**src/rtl/nn_pkg.sv**
```systemverilog
// Shared widths helpers and FSM encodings for the conv output serializer slice.
package nn_pkg;

  typedef enum logic {
    ST_IDLE  = 1'b0,
    ST_SHIFT = 1'b1
  } ser_state_e;

  // Counter width for values 0..v-1, never narrower than one bit.
  function automatic int unsigned clog2_min1(input int unsigned v);
    return (v <= 2) ? 1 : $clog2(v);
  endfunction

  function automatic int unsigned chan_w(input int unsigned output_channel);
    return clog2_min1(output_channel);
  endfunction

  function automatic int unsigned pix_w(input int unsigned input_size);
    return clog2_min1(input_size * input_size);
  endfunction

endpackage

```
**src/rtl/pconv_out_serializer_if.sv**
```systemverilog
// Parallel-vector input and serialized channel stream of the conv output serializer.
interface pconv_out_serializer_if
  import nn_pkg::*;
#(
  parameter int unsigned N              = 16,
  parameter int unsigned OUTPUT_CHANNEL = 32
) ();

  localparam int unsigned CHAN_W = chan_w(OUTPUT_CHANNEL);

  logic [OUTPUT_CHANNEL*N-1:0] conv_dout;
  logic                        conv_dout_vld;
  logic [N-1:0]                m_data;
  logic [CHAN_W-1:0]           m_chan;
  logic                        m_vld;
  logic                        m_ready;
  logic                        m_last;

  modport master (
    input  conv_dout, conv_dout_vld, m_ready,
    output m_data, m_chan, m_vld, m_last
  );

  modport slave (
    output conv_dout, conv_dout_vld, m_ready,
    input  m_data, m_chan, m_vld, m_last
  );

endinterface

```
**src/rtl/nn_vec_fifo.sv**
```systemverilog
// Vector FIFO with registered full/empty flags and a synchronous clear.
module nn_vec_fifo #(
  parameter int unsigned W     = 512,
  parameter int unsigned DEPTH = 4
) (
  input  logic                   clk,
  input  logic                   rst,
  input  logic                   clr,
  input  logic                   push,
  input  logic                   pop,
  input  logic [W-1:0]           din,
  output logic [W-1:0]           dout,
  output logic                   full,
  output logic                   empty,
  output logic [$clog2(DEPTH):0] count
);

  localparam int unsigned AW    = $clog2(DEPTH);
  localparam int unsigned CNT_W = AW + 1;
  localparam logic [CNT_W-1:0] FULL_CNT = CNT_W'(DEPTH);

  logic [W-1:0]     mem [DEPTH];
  logic [AW-1:0]    wr_q, wr_d, rd_q, rd_d;
  logic [CNT_W-1:0] count_q, count_d;
  logic             full_q, empty_q;
  logic             do_push, do_pop;

  assign do_pop  = pop && !empty_q && !clr;
  assign do_push = push && !clr && ((count_q != FULL_CNT) || do_pop);

  // Pointers wrap naturally because DEPTH is a power of two.
  always_comb begin
    wr_d    = wr_q;
    rd_d    = rd_q;
    count_d = count_q;
    if (clr) begin
      wr_d    = '0;
      rd_d    = '0;
      count_d = '0;
    end else begin
      if (do_push) wr_d = wr_q + 1'b1;
      if (do_pop)  rd_d = rd_q + 1'b1;
      unique case ({do_push, do_pop})
        2'b10:   count_d = count_q + 1'b1;
        2'b01:   count_d = count_q - 1'b1;
        default: count_d = count_q;
      endcase
    end
  end

  always_ff @(posedge clk or posedge rst) begin
    if (rst) begin
      wr_q    <= '0;
      rd_q    <= '0;
      count_q <= '0;
      full_q  <= 1'b0;
      empty_q <= 1'b1;
    end else begin
      wr_q    <= wr_d;
      rd_q    <= rd_d;
      count_q <= count_d;
      full_q  <= (count_d == FULL_CNT);
      empty_q <= (count_d == '0);
    end
  end

  always_ff @(posedge clk) begin
    if (do_push) mem[wr_q] <= din;
  end

  assign dout  = mem[rd_q];
  assign full  = full_q;
  assign empty = empty_q;
  assign count = count_q;

endmodule

```
**src/rtl/pconv_out_serializer.sv**
```systemverilog
// Buffers parallel conv output vectors and emits them one channel per
// accepted beat, tracking the pixel position within a frame.
module pconv_out_serializer
  import nn_pkg::*;
#(
  parameter int unsigned N              = 16,
  parameter int unsigned OUTPUT_CHANNEL = 32,
  parameter int unsigned INPUT_SIZE     = 6,
  parameter int unsigned FIFO_DEPTH     = 4
) (
  input  logic                     clk,
  input  logic                     rst,
  input  logic                     ce,
  pconv_out_serializer_if.master   bus,
  output logic                     fifo_full,
  output logic                     overflow,
  output logic                     frame_done
);

  localparam int unsigned VW     = OUTPUT_CHANNEL * N;
  localparam int unsigned CHAN_W = chan_w(OUTPUT_CHANNEL);
  localparam int unsigned PIX_W  = pix_w(INPUT_SIZE);
  localparam int unsigned CNT_W  = $clog2(FIFO_DEPTH) + 1;
  localparam logic [CHAN_W-1:0] CHAN_LAST   = CHAN_W'(OUTPUT_CHANNEL - 1);
  localparam logic [CHAN_W-1:0] CHAN_PENULT = CHAN_W'(OUTPUT_CHANNEL - 2);
  localparam logic [PIX_W-1:0]  PIX_LAST    = PIX_W'(INPUT_SIZE * INPUT_SIZE - 1);
  localparam logic [CNT_W-1:0]  FIFO_CAP    = CNT_W'(FIFO_DEPTH);

  ser_state_e        state_q;
  logic [VW-1:0]     vec_q;
  logic [N-1:0]      m_data_q;
  logic [CHAN_W-1:0] chan_q;
  logic [PIX_W-1:0]  pix_q;
  logic              m_vld_q, m_last_q, frame_done_q, overflow_q;

  logic [VW-1:0]     head;
  logic              fifo_empty;
  logic [CNT_W-1:0]  fifo_count;
  logic              flush_c, xfer_c, chan_last_c, pop_c, push_c, drop_c;
  logic [PIX_W-1:0]  pix_nxt_c;

  assign flush_c     = !ce;
  assign xfer_c      = m_vld_q && bus.m_ready;
  assign chan_last_c = (chan_q == CHAN_LAST);
  assign pix_nxt_c   = (pix_q == PIX_LAST) ? '0 : pix_q + 1'b1;

  // Pop on an idle load or back-to-back after the final channel is taken.
  assign pop_c  = ce && !fifo_empty &&
                  ((state_q == ST_IDLE) || (xfer_c && chan_last_c));
  assign push_c = ce && bus.conv_dout_vld && ((fifo_count < FIFO_CAP) || pop_c);
  assign drop_c = ce && bus.conv_dout_vld && !push_c;

  nn_vec_fifo #(
    .W     (VW),
    .DEPTH (FIFO_DEPTH)
  ) u_fifo (
    .clk   (clk),
    .rst   (rst),
    .clr   (flush_c),
    .push  (push_c),
    .pop   (pop_c),
    .din   (bus.conv_dout),
    .dout  (head),
    .full  (fifo_full),
    .empty (fifo_empty),
    .count (fifo_count)
  );

  // vec_q holds the not-yet-presented channels; m_data_q is the current one.
  always_ff @(posedge clk or posedge rst) begin
    if (rst) begin
      state_q      <= ST_IDLE;
      vec_q        <= '0;
      m_data_q     <= '0;
      chan_q       <= '0;
      pix_q        <= '0;
      m_vld_q      <= 1'b0;
      m_last_q     <= 1'b0;
      frame_done_q <= 1'b0;
      overflow_q   <= 1'b0;
    end else if (flush_c) begin
      state_q      <= ST_IDLE;
      vec_q        <= '0;
      m_data_q     <= '0;
      chan_q       <= '0;
      pix_q        <= '0;
      m_vld_q      <= 1'b0;
      m_last_q     <= 1'b0;
      frame_done_q <= 1'b0;
    end else begin
      frame_done_q <= xfer_c && m_last_q;
      if (drop_c) overflow_q <= 1'b1;
      if (xfer_c && chan_last_c) pix_q <= pix_nxt_c;

      if (pop_c) begin
        state_q  <= ST_SHIFT;
        vec_q    <= head >> N;
        m_data_q <= head[N-1:0];
        chan_q   <= '0;
        m_vld_q  <= 1'b1;
        m_last_q <= 1'b0;
      end else if (xfer_c) begin
        if (!chan_last_c) begin
          vec_q    <= vec_q >> N;
          m_data_q <= vec_q[N-1:0];
          chan_q   <= chan_q + 1'b1;
          m_last_q <= (chan_q == CHAN_PENULT) && (pix_q == PIX_LAST);
        end else begin
          state_q  <= ST_IDLE;
          chan_q   <= '0;
          m_vld_q  <= 1'b0;
          m_last_q <= 1'b0;
        end
      end
    end
  end

  assign bus.m_data  = m_data_q;
  assign bus.m_chan  = chan_q;
  assign bus.m_vld   = m_vld_q;
  assign bus.m_last  = m_last_q;
  assign overflow    = overflow_q;
  assign frame_done  = frame_done_q;

endmodule

```
**src/flat_wrapper.sv**
```systemverilog
// flat-port wrapper written by rule: the top's interface ports become plain ports
module pconv_out_serializer_flat import nn_pkg::*;
#(
  parameter int unsigned N              = 16,
  parameter int unsigned OUTPUT_CHANNEL = 32,
  parameter int unsigned INPUT_SIZE     = 6,
  parameter int unsigned FIFO_DEPTH     = 4
)
  (clk, rst, ce, fifo_full, overflow, frame_done, bus_conv_dout, bus_conv_dout_vld, bus_m_ready, bus_m_data, bus_m_chan, bus_m_vld, bus_m_last);
  pconv_out_serializer_if #(.N(N), .OUTPUT_CHANNEL(OUTPUT_CHANNEL)) bus_i ();
  input  logic clk;
  input  logic rst;
  input  logic ce;
  output logic fifo_full;
  output logic overflow;
  output logic frame_done;
  input wire logic [$bits(bus_i.conv_dout)-1:0] bus_conv_dout;
  input wire logic [$bits(bus_i.conv_dout_vld)-1:0] bus_conv_dout_vld;
  input wire logic [$bits(bus_i.m_ready)-1:0] bus_m_ready;
  output wire logic [$bits(bus_i.m_data)-1:0] bus_m_data;
  output wire logic [$bits(bus_i.m_chan)-1:0] bus_m_chan;
  output wire logic [$bits(bus_i.m_vld)-1:0] bus_m_vld;
  output wire logic [$bits(bus_i.m_last)-1:0] bus_m_last;
  assign bus_i.conv_dout = bus_conv_dout;
  assign bus_i.conv_dout_vld = bus_conv_dout_vld;
  assign bus_i.m_ready = bus_m_ready;
  assign bus_m_data = bus_i.m_data;
  assign bus_m_chan = bus_i.m_chan;
  assign bus_m_vld = bus_i.m_vld;
  assign bus_m_last = bus_i.m_last;
  pconv_out_serializer #(.N(N), .OUTPUT_CHANNEL(OUTPUT_CHANNEL), .INPUT_SIZE(INPUT_SIZE), .FIFO_DEPTH(FIFO_DEPTH)) u_core (.clk(clk), .rst(rst), .ce(ce), .bus(bus_i), .fifo_full(fifo_full), .overflow(overflow), .frame_done(frame_done));
endmodule
```
**config.mk**
```make
export PLATFORM = sky130hd
export DESIGN_NAME = pconv_out_serializer_flat
export DESIGN_NICKNAME = d
export VERILOG_FILES = /design/src/rtl/nn_pkg.sv /design/src/rtl/pconv_out_serializer_if.sv /design/src/rtl/nn_vec_fifo.sv /design/src/rtl/pconv_out_serializer.sv /design/src/flat_wrapper.sv
export SDC_FILE = /design/constraint.sdc
export NUM_CORES = 2
export LEC_CHECK = 0
export CAP_MARGIN = 20
export CORE_ASPECT_RATIO = 0.7
export CORE_MARGIN = 4
export CORE_UTILIZATION = 40
export DETAILED_ROUTE_END_ITERATION = 8
export GPL_TIMING_DRIVEN = 0
export SKIP_CTS_REPAIR_TIMING = 1
export SYNTH_ARGS = -nofsm -noshare
export SYNTH_HDL_FRONTEND = slang
export SYNTH_SLANG_ARGS = --single-unit
```
**constraint.sdc**
```tcl
create_clock -name clk -period 25.3 [get_ports clk]
set_clock_uncertainty 0.05 [all_clocks]
set_input_delay 7.59 -clock clk [delete_from_list [all_inputs] [get_ports clk]]
set_output_delay 7.59 -clock clk [all_outputs]
set_load 0.01 [all_outputs]
```
=== Word level (Yosys, flattened, before mapping) ===
Memories as Yosys holds them, arrays and structs flattened.
Index checks and enable logic that the tools add are counted.
W data, S select, Z words.

* Logic and storage cells: 89
* Output and inout port bits: 26
* Bits in registers: 552
* Memories: 1
* Bits in read-only memories: 0
* Bits in writable memories: 2048
* Input bits: 517
* Bits in latches: 0

* Mux-type cells: 32
* Shift operators: 0
* Order comparisons: 1
* Bitwise logic cells: 1
* Reductions and logical operators: 22
* Add/subtract/negate cells: 6
* Equality and inequality tests: 13
* $mul: 0
* Div/mod/pow operators: 0

{| class="wikitable"
|+ Memory list
! memory !! depth !! bits a word !! read ports !! clocked after memory_dff !! wr ports !! line !! text
|-
| u_core.u_fifo.mem || 4 || 512 || 1 || 0 || 1 || nn_vec_fifo.sv:22 || <nowiki>logic [W-1:0] mem [DEPTH];</nowiki>
|}

{| class="wikitable"
|+ Operators by type and width
! operator !! number
|-
| $mux W512 || 4
|-
| $mux W16 || 4
|-
| $mux W5 || 4
|-
| $mux W6 || 3
|-
| $logic_and A1 B1 Y1 || 13
|-
| $mux W1 || 11
|-
| $eq A5 B5 Y1 const B || 2
|-
| $mux W2 || 4
|-
| $add A6 B1 Y6 const B || 1
|-
| $eq A6 B6 Y1 const B || 1
|-
| $ne A2 B1 Y1 const B || 3
|-
| $ne A3 B1 Y1 const B || 2
|-
| $ne A3 B3 Y1 const B || 2
|-
| $pmux W3 S2 || 1
|-
| $reduce_and A2 Y1 || 3
|-
| $add A5 B1 Y5 const B || 1
|-
| $add A2 B1 Y2 const B || 2
|-
| $add A3 B1 Y3 const B || 1
|-
| $eq A3 B3 Y1 const B || 1
|-
| $logic_not A3 Y1 || 1
|-
| $logic_or A1 B1 Y1 || 3
|-
| $lt A3 B3 Y1 const B || 1
|-
| $mux W3 || 1
|-
| $sub A3 B1 Y3 const B || 1
|-
| 4 further kinds || 5
|}

=== Depth between registers and ports, before layout ===
* Word-level depth: 12
* Gate-level depth with buffers: 10
* Gate-level depth less buffers: 10

=== Hierarchy ===
From an unflattened synthesis, not the netlist that was laid out.

* Cell total of the unflattened synthesis: 4531
* Area, all modules: 98618.3 sq um

{| class="wikitable"
|+ By module, submodules not included
! module !! area each (sq um) !! times used !! seq. area each (sq um) !! cells an instance
|-
| nn_vec_fifo || 74615.3 || 1 || 61725.4 || 2752
|-
| pconv_out_serializer || 24003.0 || 1 || 13187.6 || 1779
|}

=== Least setup slack after synthesis ===
OpenSTA, ideal clock, no wires.

* Kind: input -> register
* Start point: input bus_m_ready
* End point: memory u_core.u_fifo.mem[0][0], enable pin
* Setup slack: 4.437 ns
* Data required time: 24.303 ns
* Cell stages on the path: 4
* Setup time: 0.947 ns
* Path buffers: 0
* Arrival: 19.866 ns
* Path through: a21boi_0 o21ai_0 and3_1 and2_1

* Word-level cells in the longest chain between the ends: 10
* Elaborated cells between the ends (all ways): 13
* Classes of those cells: mux: 2; reduce/logical: 11

{| class="wikitable"
|+ Ends and longest elaborated chain
! what !! line !! text
|-
| start: declaration || flat_wrapper.sv:19 || <nowiki>input wire logic [$bits(bus_i.m_ready)-1:0] bus_m_ready;</nowiki>
|-
| $logic_and A1 B1 Y1 (*) || pconv_out_serializer.sv:43 || <nowiki>assign xfer_c = m_vld_q && bus.m_ready;</nowiki>
|-
| $logic_and A1 B1 Y1 (*) || pconv_out_serializer.sv:49 || <nowiki>((state_q == ST_IDLE) || (xfer_c && chan_last_c));</nowiki>
|-
| $logic_or A1 B1 Y1 (*) || pconv_out_serializer.sv:49 ||
|-
| $logic_and A1 B1 Y1 (*) || pconv_out_serializer.sv:48 || <nowiki>assign pop_c = ce && !fifo_empty &&</nowiki>
|-
| $logic_or A1 B1 Y1 or $logic_and A1 B1 Y1 (tied branches) || pconv_out_serializer.sv:50, nn_vec_fifo.sv:28 ||
|-
| $logic_and A1 B1 Y1 (on tied branches) || pconv_out_serializer.sv:50, nn_vec_fifo.sv:28 ||
|-
| $logic_and A1 B1 Y1 or $logic_or A1 B1 Y1 (tied branches) || nn_vec_fifo.sv:29 || <nowiki>assign do_push = push && !clr && ((count_q != FULL_CNT) || do_pop);</nowiki>
|-
| $logic_and A1 B1 Y1 (*) || nn_vec_fifo.sv:29 ||
|-
| $mux W1 (*) || nn_vec_fifo.sv:68 || <nowiki>if (do_push) mem[wr_q] <= din;</nowiki>
|-
| $mux W1 (implied by the code) (*) || nn_vec_fifo.sv:68 ||
|-
| end: declaration || nn_vec_fifo.sv:22 ||
|}

Mark *: on every way between the ends. The rest lies on a longest branch, timed or not.

=== Worst setup path in the final report ===
* Start point: input bus_m_ready
* End point: memory u_core.u_fifo.mem[2][399], enable pin

The elaborated chain is that of the path after synthesis.

==> results by group <==
Run status
  – Status: completed

Logic synthesis
  – Post-Synthesis Cell Area: 102000 um^2
  – Synth Area in XOR/XNOR: 0.0343%
  – Yosys reg bits: 2584
  – Netlist cell types: 49
  – Synth Area in Adders: 0.118%
  – Synth Area in Simple Gates: 2.28%
  – Largest family of logic cells by synthesized area: multiplexers
  – Asr flop ratio synth: 20.7%
  – Post-synth net total: 5621
  – Syn avg cell area: about 20 um^2
  – Proportion of synthesized area in mux cells: 16.2%
  – Warnings from Yosys: 0
  – Mapped Cells: 5095
  – Complex-gate fraction of the synthesized area: 5.85%
  – Main synth FF type: edfxtp_1
  – Register area share after synthesis: 73.3%
  – Post-synth EDFFs: 2048

Pwr
  – Total power draw: around 0.012 W
  – VDD IR-drop max: between 0.06 and 0.07 mV
  – PD cells: 102 nW/um^2
  – Pleak: 42.9 nW

Timing
  – Max Slew Vio Count: 0
  – Final Cycle Share: 42.5%
  – Slew margin rel.: between 20% and 30%
  – Endpoints failing setup: 0
  – Tightest Pin Transition: 1.08 ns
  – RSZ-0062 raised after global routing: no
  – Peak Freq: ~93 MHz
  – Final Hold Viols: 0
  – Tmin final: between 10 and 15 ns
  – Setup TNS: 0 ns

Cells and area
  – Commonest non-fill, non-tap cell in the layout: edfxtp_1
  – FILL cells: 20.9k
  – Most frequent cells in the layout: 2048 x edfxtp_1, 541 x clkdlybuf4s50_1, 535 x dfrtp_1
  – Share of cells above drive strength 1: 25.9%
  – Core Util, Final: a little under half
  – Nets: 6458
  – P&R area growth vs syn: 18.7%

Worst setup path
  – Crit end category: flop
  – Critical Path Sink: u_core.u_fifo.mem[2][399]
  – Most frequent CP cell: buf_16
  – CP top delay family: buffers and inverters
  – R2R Path End: u_core.u_fifo.mem[2][399]
  – Kind of critical path: in -> reg
  – R2r worst-path depth: 11
  – Critical path's largest stage delay: 0.73 ns
  – CP max FO: 55
  – CP required: ~26 ns
  – Reg2reg start: u_core.bus.m_chan[0]
  – Crit path DAT: 11.26 ns
  – Slowest CP cell: and2_4
  – Setup crit start: bus_m_ready
  – Worst R2R Setup Slack: 20.82 ns
  – CP Cell Sequence: clkdlybuf4s50_1 > a21boi_0 > o21ai_0 > and3_1 > and2_4 > buf_16 > buf_16 > buf_16
  – Startpoint types: input port
  – Critical Path Stages: 8
  – CP Buf/Inv Count: 4

Die
  – Core Area: 253000 um^2
  – Die ar.: 264000 um^2
  – Num ports: 543
  – Die Wd: slightly above 600 um
  – Rows: 154
  – Height of the die: around 430 um
  – Starting Density: 40.4%

Run
  – Max Cap Viol: 0

CTS
  – Clock buffer depth: 4
  – Root Driver: clkbuf_16
  – CTS tree: yes
  – H-Tree Depth: 4
  – Cts bufs inserted: 248
  – Total clock sinks: 2584
  – Worst-path clk slew: 0.07 ns
  – Clk_lat worst skew: 0.91 ns

GRT
  – First-pass GRT wire length: 384000 um
  – GRT Util Overall: approximately 20%
  – Maximum number of pins on one net before global-route repair: 119
  – Vias in the first global route: 52.6k
  – Initial antenna violation count: between 100 and 150
  – Total grt overflow: 0

Route
  – DR iter-0 viols: 5063
  – Final wirelength: between 200000 and 300000 um
  – Post-DRT Antenna Nets: 0
  – Drt pass-1 iters: 6
  – Routed vias: about 52k
  – Vias per cell: 5.44
  – Wire per inst: 28.3 um
  – DRC: 0

Placement
  – GP Congestion: about 0.85
  – Port Buffers: ~540
  – Final HPWL DP: ~190000 um

Min path
  – Worst min-delay path class: reg -> reg
  – Hold Path Stages: 1
==> layer usage <==
layer / wire length [um] / track usage [%]
met2: 124000 / 30.2
met4: 6470 / 5.70
met1: 121000 / 30.0
met3: 18800 / 3.99
met5: 139 / 0
==> metrics by stage <==
stage / instances / setup slack (ns) / hold WS (ns) / instance area [um^2]
floorplan: 5095 / 2.68 / 0.453 / 102000
global placement: 8990 / -7.43 / 0.408 / 112000
detailed placement: 9036 / 13.63 / 0.405 / 113000
CTS: 9494 / 14.63 / 0.422 / 121000
global route: 9515 / 14.37 / 0.466 / 121000
finish: 9530 / 14.54 / 0.421 / 121000
==> flip-flops by register name, summed over array words and instances, names as in the netlist <==
signal / flops
u_core.vec_q: 496
u_core.overflow: 1
u_core.state_q: 1
u_core.bus.m_data: 16
u_core.frame_done: 1
u_core.u_fifo.empty: 1
u_core.u_fifo.rd_q: 2
u_core.pix_q: 6
u_core.u_fifo.full: 1
u_core.u_fifo.mem: 2048
u_core.u_fifo.count: 3
u_core.bus.m_chan: 5
u_core.bus.m_last: 1
u_core.u_fifo.wr_q: 2
==> cell families after synthesis <==
logic type	Yosys count
and+or+nand+nor	587
buffers and inverters	355
adders and majority gates	9
xor gates and xnor gates	4
DFF	2584
AOI/OAI and AO/OA	546
muxes	1010
==> worst register-to-register path: stages, from the launching register on <==
cell      delay [ns]
dfrtp_1         0.45
ha_1            0.22
and3_1          0.16
ha_1            0.19
buf_4           0.20
a21boi_0        0.24
o21ai_0         0.34
and3_1          0.32
and2_4          0.73
buf_16          0.42
buf_16          0.33
buf_16          0.42
==> where the power goes <==
part           switching, W  internal, W
Sequential         0.000436      0.00511
Clock               0.00160      0.00215
Combinational       0.00166      0.00141
Total               0.00370      0.00866
==> worst min-delay path by stage <==
| stage | slack [ns] | to | startpoint |
|---|---|---|---|
| final | 0.42 | u_core.overflow | u_core.overflow |
| after global routing | 0.47 | u_core.overflow | u_core.overflow |
| after CTS | 0.42 | u_core.overflow | u_core.overflow |
| after detailed placement | 0.40 | u_core.overflow | u_core.overflow |
| after global placement | 0.41 | u_core.overflow | u_core.overflow |
| after floorplan | 0.45 | u_core.overflow | u_core.overflow |
==> synthesized netlist by cell type, drive strengths merged (2+ instances only) <==
library cell / number / area share [%]
a211oi: 498 / 5.6
a21boi: 2 / 0.015
a21oi: 29 / 0.14
a31oi: 2 / 0.012
a32oi: 2 / 0.017
and2: 5 / 0.031
and3: 5 / 0.031
buf: 253 / 1.9
clkbuf: 93 / 0.37
dfrtp: 535 / 13
edfxtp: 2048 / 60
ha: 8 / 0.098
inv: 9 / 0.033
mux2i: 498 / 4.9
mux4: 512 / 11
nand2: 23 / 0.084
nand2b: 3 / 0.021
nand3: 27 / 0.13
nand3b: 2 / 0.027
nor2: 511 / 1.9
nor2b: 3 / 0.018
nor3b: 3 / 0.022
o21ai: 6 / 0.029
xnor2: 3 / 0.026
==> final cells by class <==
class	instances	area (um^2)	share of cell area (%)
antenna	36	90.1	0.0742
buffer	346	2290	1.88
clock buffer	323	6800	5.60
clock inverter	135	1380	1.13
inverter	9	41.3	0.0340
multi-input combinational	2156	25000	20.6
sequential	2584	74900	61.7
tap	3354	4200	3.46
timing repair buffer	587	6670	5.50
(Power assumes the default switching activity.)
